<file path="src/rtl/arb_pkg.sv">
// rtl/arb_pkg.sv - shared types for the unified-RAM arbiter
package arb_pkg;
  typedef enum logic [2:0] {IDLE, IACC, DACC, IRESP, DRESP} arb_state_t;
  typedef logic [31:0] word_t;
endpackage

</file>
<file path="src/rtl/memory_arbiter.sv">
// rtl/memory_arbiter.sv - data-first arbiter for the single-ported unified RAM
// with a starvation counter that forces an instruction grant.
module memory_arbiter
  import arb_pkg::*;
#(
  parameter int STARVE_MAX = 4
) (
  input  logic        CLK,
  input  logic        RST,
  input  logic        iREN,
  input  logic [31:0] iaddr,
  output logic [31:0] iload,
  output logic        ihit,
  input  logic        dREN,
  input  logic        dWEN,
  input  logic [31:0] daddr,
  input  logic [31:0] dstore,
  output logic [31:0] dload,
  output logic        dhit,
  output logic        ramREN,
  output logic        ramWEN,
  output logic [31:0] ramaddr,
  output logic [31:0] ramstore,
  input  logic [31:0] ramload,
  input  logic        ram_ready,
  output logic        busy
);

  localparam logic [3:0] SMAX = 4'(STARVE_MAX);

  arb_state_t state, next_state;
  word_t      addr_q, store_q;
  logic       wr;
  logic [3:0] scnt;
  logic       dreq, force_i, grant_d, grant_i;

  always_comb begin
    dreq    = dREN | dWEN;
    force_i = iREN && (scnt == SMAX);
    grant_d = (state == IDLE) && dreq && !force_i;
    grant_i = (state == IDLE) && !grant_d && iREN;
  end

  always_ff @(posedge CLK or posedge RST) begin
    if (RST) state <= IDLE;
    else     state <= next_state;
  end

  always_comb begin
    next_state = state;
    case (state)
      IDLE: begin
        if (grant_d)      next_state = DACC;
        else if (grant_i) next_state = IACC;
      end
      IACC:    if (ram_ready) next_state = IRESP;
      DACC:    if (ram_ready) next_state = DRESP;
      IRESP:   next_state = IDLE;
      DRESP:   next_state = IDLE;
      default: next_state = IDLE;
    endcase
  end

  // Strobes and hits are pure state decodes, so ram_ready never reaches an output.
  assign ramREN   = (state == IACC) || ((state == DACC) && !wr);
  assign ramWEN   = (state == DACC) && wr;
  assign ramaddr  = addr_q;
  assign ramstore = store_q;
  assign ihit     = (state == IRESP);
  assign dhit     = (state == DRESP);
  assign busy     = (state != IDLE);

  always_ff @(posedge CLK or posedge RST) begin
    if (RST) begin
      addr_q  <= '0;
      store_q <= '0;
      wr      <= 1'b0;
      scnt    <= '0;
      iload   <= '0;
      dload   <= '0;
    end else begin
      if (grant_d) begin
        addr_q  <= daddr;
        store_q <= dstore;
        wr      <= dWEN;
        if (iREN && scnt != SMAX) scnt <= scnt + 4'd1;
      end else if (grant_i) begin
        addr_q <= iaddr;
        scnt   <= '0;
      end
      if (state == IACC && ram_ready)        iload <= ramload;
      if (state == DACC && ram_ready && !wr) dload <= ramload;
    end
  end

endmodule

</file>
<file path="config.mk">
export PLATFORM = sky130hd
export DESIGN_NAME = memory_arbiter
export DESIGN_NICKNAME = d
export VERILOG_FILES = /design/src/rtl/arb_pkg.sv /design/src/rtl/memory_arbiter.sv
export SDC_FILE = /design/constraint.sdc
export NUM_CORES = 1
export LEC_CHECK = 0
export BUFFER_PORTS_ARGS = -buffer_cell sky130_fd_sc_hd__buf_4
export CORE_MARGIN = 2
export CORE_UTILIZATION = 43
export CTS_BUF_LIST = sky130_fd_sc_hd__clkbuf_8
export DETAILED_ROUTE_END_ITERATION = 8
export GPL_TIMING_DRIVEN = 0
export PLACE_DENSITY = 0.78
export SYNTH_ARGS = -nofsm -noshare
export SYNTH_HDL_FRONTEND = slang
export SYNTH_SLANG_ARGS = --single-unit
</file>
<file path="constraint.sdc">
create_clock -name CLK -period 4.2 [get_ports CLK]
set_input_delay 0.63 -clock CLK [delete_from_list [all_inputs] [get_ports CLK]]
set_output_delay 0.63 -clock CLK [all_outputs]
set_load 0.05 [all_outputs]
</file>
Yosys cells after proc, flatten, opt, wreduce, memory -nomap -nowiden

Index checks and enable logic that the tools add are counted.

RAM bits: 0
Word-level logic and storage cells: 49
Bits of input ports: 134
ROM bits: 0
Register bits after elaboration: 136
Output and inout port bits: 133
Memories: 0
Latch bits: 0

Multipliers: 0
Shifts and indexed selects: 0
Equal/unequal tests: 10
Bitwise logic cells: 1
$add $sub $neg: 1
Mux-type cells: 10
Reduce and logical (&&, ||, !) cells: 20
Divide/modulo/power cells: 0
Magnitude comparators: 0

Operator list:

| cell                | number |
|---|---|
| $mux 32             | 2 |
| $mux 3              | 4 |
| $mux 4              | 3 |
| $logic_and 1x1->1   | 11 |
| $pmux 3 s3          | 1 |
| $eq 3x2->1 const B  | 2 |
| $add 4x1->4 const B | 1 |
| $eq 4x3->1 const B  | 1 |
| $ne 2x2->1 const B  | 2 |
| $ne 4x3->1 const B  | 1 |
| $eq 3x1->1 const B  | 1 |
| $eq 3x3->1 const B  | 1 |
| $logic_not 1->1     | 3 |
| $logic_not 3->1     | 1 |
| $ne 3x3->1 const B  | 1 |
| $reduce_and 3->1    | 1 |
| $reduce_bool 3->1   | 1 |
| $ne 2x1->1 const B  | 1 |
| $reduce_and 2->1    | 1 |
| $reduce_bool 2->1   | 1 |
| $logic_or 1x1->1    | 1 |
| $or 1x1->1          | 1 |

Depth between registers and ports, before layout

Gate-level depths: netlist (run 1).

Depth after elaboration: 10
Depth in mapped cells: 8
Depth with buffers taken out: 5

Worst setup path before layout (run 1)

No wires, ideal clock.

Kind: flip-flop to output port
Start: register state[0]
End: output ramWEN
Stages on the path, launching flop included: 3
Path slack: 1,428 ps
Arrival: 2,142 ps
Path buffers: 1
Required time: 3,570 ps
Cell sequence: dfrtp_1 > clkbuf_1 > nor4bb_1

Cells in the longest elaborated chain, start to end: 2

RTL lines:

| what                   | RTL line             | source |
|---|---|---|
| from (decl)            | memory_arbiter.sv:31 | `arb_state_t state, next_state;` |
| from (signal assigned) | memory_arbiter.sv:46 | `else state <= next_state;` |
| $eq 3x2->1             | memory_arbiter.sv:66 | `assign ramWEN = (state == DACC) && wr;` |
| $logic_and 1x1->1      | memory_arbiter.sv:66 |  |
| to (decl)              | memory_arbiter.sv:21 | `output logic ramWEN,` |

No other way between the ends.

Worst setup path after layout (run 1)

Start: register state[1]
End: output busy

Cells in the longest elaborated chain, start to end: 1

RTL lines:

| what              | RTL line             | source |
|---|---|---|
| $reduce_bool 3->1 | memory_arbiter.sv:71 | `assign busy = (state != IDLE);` |
| to (decl)         | memory_arbiter.sv:26 | `output logic busy` |

No other way between the ends.

==> impl_metrics.json, run 1 <==
{
  "detail_route.wl_per_cell_um": 17.4,
  "place_congestion": 0.959,
  "grt_first_pass_wirelength_um": 23700,
  "yosys-top-cells-area": "sky130_fd_sc_hd__dfrtp_1 (61%), sky130_fd_sc_hd__mux2_2 (19%), sky130_fd_sc_hd__a221o_1 (5.8%)",
  "netlist.top_cell.by_area": "sky130_fd_sc_hd__dfrtp_1",
  "postCtsHoldBufs": 0,
  "final.setup.tns_ns": 0,
  "total_number_of_yosys_warnings": 0,
  "synth.cell_area_mm2": 0.00555,
  "die_area_mm2": 0.0138,
  "num_vias": 4310,
  "rows": 41,
  "dr.first_iter.drc_count": 199,
  "drt_wl_total_um": 14600,
  "max_stage_delay_ns": 0.38,
  "drc": 0,
  "worstSetupPathType": "flop to output pin",
  "boundaryPins": 267,
  "worst_slew_margin_rel_pct": 53.1,
  "worstPathRequired_ns": 3.57,
  "cts_sinks": 136,
  "setup_repair_after_global_routing_missed_its_margin": "false",
  "die_height_um": 118,
  "synth_enable_flop_cells": 0,
  "min-delay-path-class": "primary input to asynchronous set/reset pin",
  "grt_max_degree": 41,
  "yosys_register_bits": 136,
  "cts_resized": 0,
  "worst_pin_slew_ns": 0.694,
  "initial_utilization_pct": 44.0,
  "post-dp-hpwl_um": 11400,
  "ys_top_cells_by_count": "sky130_fd_sc_hd__dfrtp_1 (136), sky130_fd_sc_hd__mux2_2 (92), sky130_fd_sc_hd__a21boi_0 (32), sky130_fd_sc_hd__a221o_1 (32)",
  "yosysMostFrequentCell": "sky130_fd_sc_hd__dfrtp_1",
  "syn-instance-count": 369,
  "clock_tree.htree_level_count": 4,
  "regToRegStartpoint": "scnt[0]",
  "status": "finished, final reports clean",
  "clk_latency_ns": 0.43,
  "launching_element_type_of_the_critical_path": "flop",
  "antenna_found_initial": 0,
  "finalCritPeriodShare_pct": 55.3,
  "cts.root.buffer_cell": "sky130_fd_sc_hd__clkbuf_8",
  "synth_top_cell_area_share_pct": 61.3,
  "tritoncts": "yes",
  "synth.distinct_cells": 40,
  "place.port_buffers": 266,
  "timing.critical_path.fanout_max": 10,
  "drv_cap": 0,
  "vias_per_cell": 5.12,
  "gr-usage-all-layers_pct": 21.6,
  "worstSetupStartpoint": "state[1]",
  "post_synth.cell_area_avg_um2": 15.0,
  "syn2layout_area_growth_pct": 48.3,
  "proportion_of_register_bits_with_asynchronous_set_or_reset_after_synthesis_pct": 100,
  "clkTransAtPathRegs_ns": 0.07,
  "clk_buf_depth": 2,
  "post_cts_buffers": 0,
  "seq_area_frac_synth_pct": 61.3,
  "cp-end-kind": "output pin",
  "timing.final.max_slew_violations": 0,
  "grt_pass1_vias": 4692,
  "drt-pass1-iter-count": 4,
  "placeable_core_region_mm2": 0.0126,
  "timing.clock.skew_ns": 0.00728,
  "ratio_of_cells_with_drive_above_1_in_the_final_layout_pct": 62.2,
  "synth-main-ff-cell": "sky130_fd_sc_hd__dfrtp_1",
  "setup_viol": 0,
  "report.final.hold_viol_count": 0,
  "critPathSlowestCell": "sky130_fd_sc_hd__dfrtp_1",
  "critPathArrivalTime_ns": 1.69,
  "fp.dieW_um": 118,
  "grt_overflow_total": 0,
  "final_core_utilization_pct": 65.2,
  "crit_path_cell_trace": "buf_2, nor3_4, inv_1, buf_4",
  "antenna_cells_inserted": 0,
  "synth_fp_nets": 505,
  "finalNetCount": 793,
  "layout_min_cycle_time_ns": 2.32,
  "cts-buffers-inserted": 17,
  "family_with_the_most_delay_on_the_worst_path": "buffers and inverters",
  "fmax_mhz": 431,
  "timing.critical_path.buf_inv": 3,
  "final_antenna_net_count": 0
}
flip-flops by register name (all words and copies together), names as in the netlist:
name      cells
iload        32
dload        32
scnt          4
ramstore     32
wr            1
state         3
ramaddr      32
logic make-up (layout without fill, tap and decap cells):
logic type | Yosys count | in the layout | share of synthesized area, %
DFF | 136 | 136 | 61.3
muxes | 98 | 98 | 19.9
AOI/OAI and AO/OA | 73 | 73 | 11.4
buffers and inverters | 33 | 334 | 3.47
and+or+nand+nor | 27 | 27 | 3.47
adders and majority gates | 2 | 2 | 0.451
per-layer routing:
layer / GRT usage, % / wire, um / vias up
met5: 0 / 0 / -
met4: 11.0 / 470 / 0
met3: 7.07 / 1040 / 36
met2: 36.3 / 7380 / 187
met1: 24.6 / 5730 / 2137
li1: - / - / 1950
path summary, 6_finish.rpt:
check	end	slack, ns	cells past startpoint
worst max-delay path	busy	1.88	4
worst min register to register	iload[21]	0.49	1
min in group CLK	state[1]	0.42	2
worst max register to register	ramaddr[6]	2.13	8
worst min-delay path	dload[5]	0.25	2
max in group asynchronous	ramaddr[23]	3.10	4
placed cells by master, fill, tap and decap left out, types with 2 or more instances in the layout:
cell | synthesis | routed
sky130_fd_sc_hd__a21boi_0 | 32 | 32
sky130_fd_sc_hd__a221o_1 | 32 | 32
sky130_fd_sc_hd__and3_1 | 2 | 2
sky130_fd_sc_hd__buf_12 | 0 | 3
sky130_fd_sc_hd__buf_2 | 9 | 9
sky130_fd_sc_hd__buf_4 | 5 | 271
sky130_fd_sc_hd__buf_6 | 5 | 5
sky130_fd_sc_hd__bufinv_16 | 0 | 2
sky130_fd_sc_hd__clkbuf_1 | 9 | 9
sky130_fd_sc_hd__clkbuf_8 | 0 | 22
sky130_fd_sc_hd__clkinv_2 | 0 | 5
sky130_fd_sc_hd__clkinvlp_4 | 0 | 2
sky130_fd_sc_hd__dfrtp_1 | 136 | 136
sky130_fd_sc_hd__ha_1 | 2 | 2
sky130_fd_sc_hd__inv_1 | 4 | 5
sky130_fd_sc_hd__mux2_1 | 5 | 5
sky130_fd_sc_hd__mux2_2 | 92 | 92
sky130_fd_sc_hd__nand3_1 | 2 | 2
sky130_fd_sc_hd__nand4_1 | 2 | 2
sky130_fd_sc_hd__nor2_1 | 4 | 4
sky130_fd_sc_hd__nor2b_1 | 3 | 3
sky130_fd_sc_hd__nor3_1 | 2 | 2
per-stage QoR:
step	hold slack (ns)	worst slack, ns	instance area, um2	instances
floorplan	0.481	1.43	5550	369
global placement	0.469	1.11	7770	807
detailed placement	0.483	1.96	7830	810
CTS	0.241	1.84	8230	842
global route	0.269	1.76	8230	842
finish	0.255	1.88	8230	842
cell type report:
cell class / instances / area (um2)
clock buffer: 22 / 303
buffer: 29 / 178
multi-input combinational: 200 / 1950
sequential: 136 / 3400
tap: 172 / 215
fill: 1013 / 4390
clock inverter: 10 / 100
timing repair buffer: 269 / 2060
inverter: 4 / 18.8
Power of run 1 is left out: the tool's default activity adds up to more than one toggle a clock period on the data nets, which glitch-free logic cannot reach.
==> run 2, diff against run 1 <==
clock period = 2.07 ns   (was 4.2 ns; I/O delays follow)
==> impl_metrics.json, run 2 (synthesis gave the netlist of run 1 again) <==
{
  "status": "finished, final reports clean",
  "finalCritPeriodShare_pct": 95.2,
  "ratio_of_cells_with_drive_above_1_in_the_final_layout_pct": 63.0,
  "crit_path_cell_trace": "inv_2, ha_2, nand4b_4, and3_4, clkbuf_2, buf_6, buf_6, a221o_1",
  "fmax_mhz": 508,
  "detail_route.wl_per_cell_um": 17.4,
  "cts-buffers-inserted": 17,
  "vias_per_cell": 5.12,
  "max_stage_delay_ns": 0.41,
  "die_area_mm2": 0.0138,
  "layout_min_cycle_time_ns": 1.97,
  "grt_first_pass_wirelength_um": 23900,
  "critPathArrivalTime_ns": 2.28,
  "drt_wl_total_um": 14700,
  "placeable_core_region_mm2": 0.0126,
  "antenna_found_initial": 0,
  "post-dp-hpwl_um": 11100,
  "final_cell_mix": "sky130_fd_sc_hd__buf_4 (274), sky130_fd_sc_hd__dfrtp_1 (136), sky130_fd_sc_hd__mux2_2 (92)",
  "syn2layout_area_growth_pct": 48.4,
  "tritoncts": "yes",
  "critPathSlowestCell": "sky130_fd_sc_hd__dfrtp_1",
  "setup_viol": 0,
  "worst_slew_margin_rel_pct": 45.1,
  "drv_cap": 0,
  "gr-usage-all-layers_pct": 21.7,
  "layout_commonest_cell": "sky130_fd_sc_hd__buf_4",
  "num_vias": 4313,
  "worst_pin_slew_ns": 0.812,
  "finalNetCount": 797,
  "timing.critical_path.fanout_max": 10,
  "fp.dieW_um": 118,
  "clk_latency_ns": 0.43,
  "timing.critical_path.mode_cell": "sky130_fd_sc_hd__buf_6",
  "die_height_um": 118,
  "place.port_buffers": 266,
  "placedInstanceArea_mm2": 0.00784,
  "family_with_the_most_delay_on_the_worst_path": "buffers and inverters",
  "min-delay-path-class": "primary input to flop",
  "cp-end-kind": "flop",
  "worstPathRequired_ns": 2.37,
  "clk_buf_depth": 2,
  "dr.first_iter.drc_count": 152,
  "cts.root.buffer_cell": "sky130_fd_sc_hd__clkbuf_8",
  "report.final.hold_viol_count": 0,
  "grt_pass1_vias": 4717,
  "grt_max_degree": 46,
  "boundaryPins": 267,
  "clock_tree.htree_level_count": 4,
  "timing.final.max_slew_violations": 0,
  "clkTransAtPathRegs_ns": 0.07,
  "drt-pass1-iter-count": 4,
  "timing.critical_path.buf_inv": 4,
  "cts_sinks": 136,
  "worstSetupPathType": "flop to flop",
  "initial_utilization_pct": 44.0,
  "drc": 0,
  "place_congestion": 0.871,
  "launching_element_type_of_the_critical_path": "flop",
  "grt_overflow_total": 0,
  "finished_layout_cell_area_mm2": 0.00824,
  "final.setup.tns_ns": 0,
  "rows": 41,
  "timing.clock.skew_ns": 0.00911,
  "final_antenna_net_count": 0,
  "antenna_cells_inserted": 0,
  "setup_repair_after_global_routing_missed_its_margin": "true"
}
[run 2: cell count changes in the layout (fill, tap and decap cells not counted), moves of 2 or more]
| cell | change |
|---|---|
| sky130_fd_sc_hd__buf_4 | +3 |
| sky130_fd_sc_hd__buf_2 | -3 |
| sky130_fd_sc_hd__clkinv_2 | -2 |
| sky130_fd_sc_hd__clkbuf_1 | -2 |
| sky130_fd_sc_hd__clkbuf_4 | +3 |
| sky130_fd_sc_hd__clkbuf_2 | +2 |
| sky130_fd_sc_hd__bufinv_16 | -2 |
[run 2: stage by stage]
| step | hold WS [ns] | instances | worst slack [ns] | utilization (%) |
|---|---|---|---|---|
| after floorplan | 0.425 | 369 | 0.0664 | - |
| after global placement | 0.469 | 807 | -0.710 | 61.6 |
| after detailed placement | 0.329 | 810 | 0.0238 | 62.1 |
| after CTS | 0.0735 | 840 | 0.00203 | 64.9 |
| after global routing | 0.0755 | 843 | 0.000318 | 65.3 |
| final | 0.106 | 843 | 0.0996 | 65.3 |
[run 2: timing repair]
| item | 4_1_cts | 5_1_grt |
|---|---|---|
| hold buffers | 1 | 0 |
| endpoints found under the setup margin | 0 | 70 |
| endpoints found under the hold margin | 14 | 0 |
| gates resized for setup | 0 | 11 |
| buffers inserted | 0 | 3 |
[run 2: worst register-to-register path: stages, from the launching register on]
cell and delay [ns]:
sky130_fd_sc_hd__dfrtp_1 0.41, sky130_fd_sc_hd__inv_2 0.08, sky130_fd_sc_hd__ha_2 0.19, sky130_fd_sc_hd__nand4b_4 0.16, sky130_fd_sc_hd__and3_4 0.22, sky130_fd_sc_hd__clkbuf_2 0.13
sky130_fd_sc_hd__buf_6 0.16, sky130_fd_sc_hd__buf_6 0.15, sky130_fd_sc_hd__a221o_1 0.35
[run 2: cell type report]
| class | instances | area [um2] |
|---|---|---|
| repair buffers | 273 | 2090 |
| flip-flops and latches | 136 | 3400 |
| multi-input cells | 200 | 1980 |
| well taps | 172 | 215 |
| clock buffers | 23 | 317 |
| plain buffers | 29 | 188 |
| inverters | 4 | 18.8 |
| fillers | 1023 | 4380 |
| clock inverters | 6 | 26.3 |
[run 2: path summary, 6_finish.rpt]
| kind | cells after the start | slack, ns | to | start |
|---|---|---|---|---|
| worst max register to register | 8 | 0.1 | ramaddr[0] | scnt[0] |
| min in group asynchronous | 3 | 0.44 | ramstore[31] | RST |
| worst max-delay path | 8 | 0.1 | ramaddr[0] | scnt[0] |
| worst min-delay path | 2 | 0.11 | ramaddr[25] | iaddr[25] |
| worst min register to register | 1 | 0.49 | iload[25] | iload[25] |
| max in group asynchronous | 5 | 0.83 | dload[20] | RST |
[run 2: metal layers]
layer | share of wire, % | global-route usage, % | vias up
met5 | 0 | 0 | -
met4 | 2.5 | 8.81 | 0
met3 | 8.0 | 9.21 | 25
met2 | 50 | 36.0 | 171
met1 | 40 | 24.8 | 2155
li1 | - | - | 1962
Power of run 2 is left out for the same reason.
==> run 3, diff against run 2 <==
==> constraint.sdc (replaced) <==
create_clock -name CLK -period 2.07 [get_ports CLK]
set_input_delay 0.3105 -clock CLK [delete_from_list [all_inputs] [get_ports CLK]]
set_output_delay 0.3105 -clock CLK [all_outputs]
set_load 0.01 [all_outputs]
==> impl_metrics.json, run 3 (synthesis gave the netlist of run 1 again) <==
{
  "status": "finished, final reports clean",
  "report.final.hold_viol_count": 0,
  "clock_tree.htree_level_count": 4,
  "setup_viol": 0,
  "dr.first_iter.drc_count": 216,
  "cts-buffers-inserted": 17,
  "finished_layout_cell_area_mm2": 0.00828,
  "vias_per_cell": 5.10,
  "min-delay-path-class": "primary input to flop",
  "family_with_the_most_delay_on_the_worst_path": "compound AO/OA/AOI/OAI gates",
  "detail_route.wl_per_cell_um": 17.4,
  "timing.clock.skew_ns": 0.00712,
  "layout_min_cycle_time_ns": 1.97,
  "timing.critical_path.buf_inv": 3,
  "cp-end-kind": "flop",
  "critPathSlowestCell": "sky130_fd_sc_hd__dfrtp_1",
  "regArea_mm2": 0.00340,
  "die_height_um": 118,
  "worst_r2r_path_depth": 7,
  "leakagePower_nw": 4.00,
  "cts_sinks": 136,
  "timing.final.max_slew_violations": 0,
  "placeable_core_region_mm2": 0.0126,
  "setup.reg_to_reg.worst_slack_ns": 0.10,
  "grt_first_pass_wirelength_um": 23800,
  "critPathArrivalTime_ns": 2.33,
  "crit-reg2reg-capture": "ramaddr[23]",
  "ratio_of_cells_with_drive_above_1_in_the_final_layout_pct": 62.8,
  "final_antenna_net_count": 0,
  "boundaryPins": 267,
  "grt_overflow_total": 0,
  "max-vdd-ir-drop_uv": 800,
  "worst_pin_slew_ns": 0.687,
  "syn2layout_area_growth_pct": 49.2,
  "finalCritPeriodShare_pct": 95.0,
  "num_vias": 4317,
  "post-dp-hpwl_um": 11400,
  "worstSetupPathType": "flop to flop",
  "die_area_mm2": 0.0138,
  "gr-usage-all-layers_pct": 21.7,
  "drt-pass1-iter-count": 4,
  "place_congestion": 0.959,
  "max_stage_delay_ns": 0.41,
  "antenna_cells_inserted": 0,
  "footprint_of_the_multi_input_gates_mm2": 0.00197,
  "crit_path_cell_trace": "inv_1, ha_2, nand4b_4, buf_4, a211oi_2, buf_2, a221o_1",
  "regToRegStartpoint": "scnt[0]",
  "p_per_area_mw_per_mm2": 1570,
  "finalNetCount": 797,
  "rows": 41,
  "layout_commonest_cell": "sky130_fd_sc_hd__buf_4",
  "finalHoldWorstSlack_ns": 0.102,
  "clkTransAtPathRegs_ns": 0.07,
  "tritoncts": "yes",
  "final_cell_mix": "sky130_fd_sc_hd__buf_4 (274), sky130_fd_sc_hd__dfrtp_1 (136), sky130_fd_sc_hd__mux2_2 (92)",
  "launching_element_type_of_the_critical_path": "flop",
  "grt_max_degree": 41,
  "clk_buf_depth": 2,
  "placedInstanceArea_mm2": 0.00783,
  "place.port_buffers": 266,
  "antenna_found_initial": 0,
  "setup.worst_path.end": "ramaddr[23]",
  "cts.root.buffer_cell": "sky130_fd_sc_hd__clkbuf_8",
  "drv_cap": 0,
  "worstPathRequired_ns": 2.43,
  "drt_wl_total_um": 14700,
  "cp_num_cells": 7,
  "fmax_mhz": 508,
  "timing.critical_path.fanout_max": 10,
  "fp.dieW_um": 118,
  "worst_slew_margin_rel_pct": 53.5,
  "drc": 0,
  "n_fill_cell": 1010,
  "grt_pass1_vias": 4710,
  "clk_latency_ns": 0.43,
  "worstSetupStartpoint": "scnt[0]",
  "initial_utilization_pct": 44.0
}
==> run 3: area by class of cell <==
class                      count  area share (%)
buffer                        29            2.16
clock buffer                  22            3.66
clock inverter                10            1.21
inverter                       4           0.227
multi-input combinational    200            23.8
sequential                   136            41.1
tap                          172            2.60
timing repair buffer         273            25.2
==> run 3: layer usage <==
layer | up-vias | global-route usage [%] | share of wire [%]
li1 | 1956 | - | -
met4 | 0 | 11.0 | 3.1
met5 | - | 0 | 0
met2 | 183 | 36.4 | 51
met1 | 2144 | 24.8 | 39
met3 | 34 | 7.07 | 6.9
==> run 3: power breakdown <==
| group | leakage (nW) | total, mW | internal (mW) | switching (mW) |
|---|---|---|---|---|
| combinational | 2.14 | 6.11 | 3.50 | 2.61 |
| sequential | 1.64 | 4.72 | 4.00 | 0.720 |
| clock | 0.217 | 2.18 | 1.21 | 0.966 |
==> run 3: timing repair <==
action / in CTS / in global routing
pin swaps: 1 / 1
setup endpoints to repair: 34 / 39
hold buffers: 1 / 0
gates cloned: 0 / 0
gates resized for setup: 1 / 4
buffers inserted: 1 / 2
hold endpoints to repair: 24 / 0
==> run 3: metrics by stage <==
step / total power, mW / std cells / util [%] / setup TNS (ns) / setup WS [ns]
2_1_floorplan: 7.87 / 369 / - / 0 / 0.0664
6_report: 13.0 / 846 / 65.6 / 0 / 0.103
4_1_cts: 13.1 / 844 / 65.4 / 0 / 0.0177
3_3_place_gp: 10.6 / 807 / 61.5 / -94.60 / -0.702
3_5_place_dp: 10.9 / 810 / 62.0 / -0.167 / -0.0179
5_1_grt: 13.8 / 846 / 65.6 / -0.00919 / -0.00632
==> run 3: worst min-delay path by stage <==
stage               from     endpoint  slack, ns  cells after the start
2_1_floorplan  ram_ready     state[1]       0.42                      1
3_3_place_gp   iload[21]    iload[21]       0.47                      1
3_5_place_dp         RST     iload[5]       0.40                      2
4_1_cts        ram_ready     state[1]       0.07                      2
5_1_grt        dstore[6]  ramstore[6]       0.07                      2
6_report       ram_ready     state[1]       0.10                      2
Note: power is estimated with default switching activity, not from simulation.
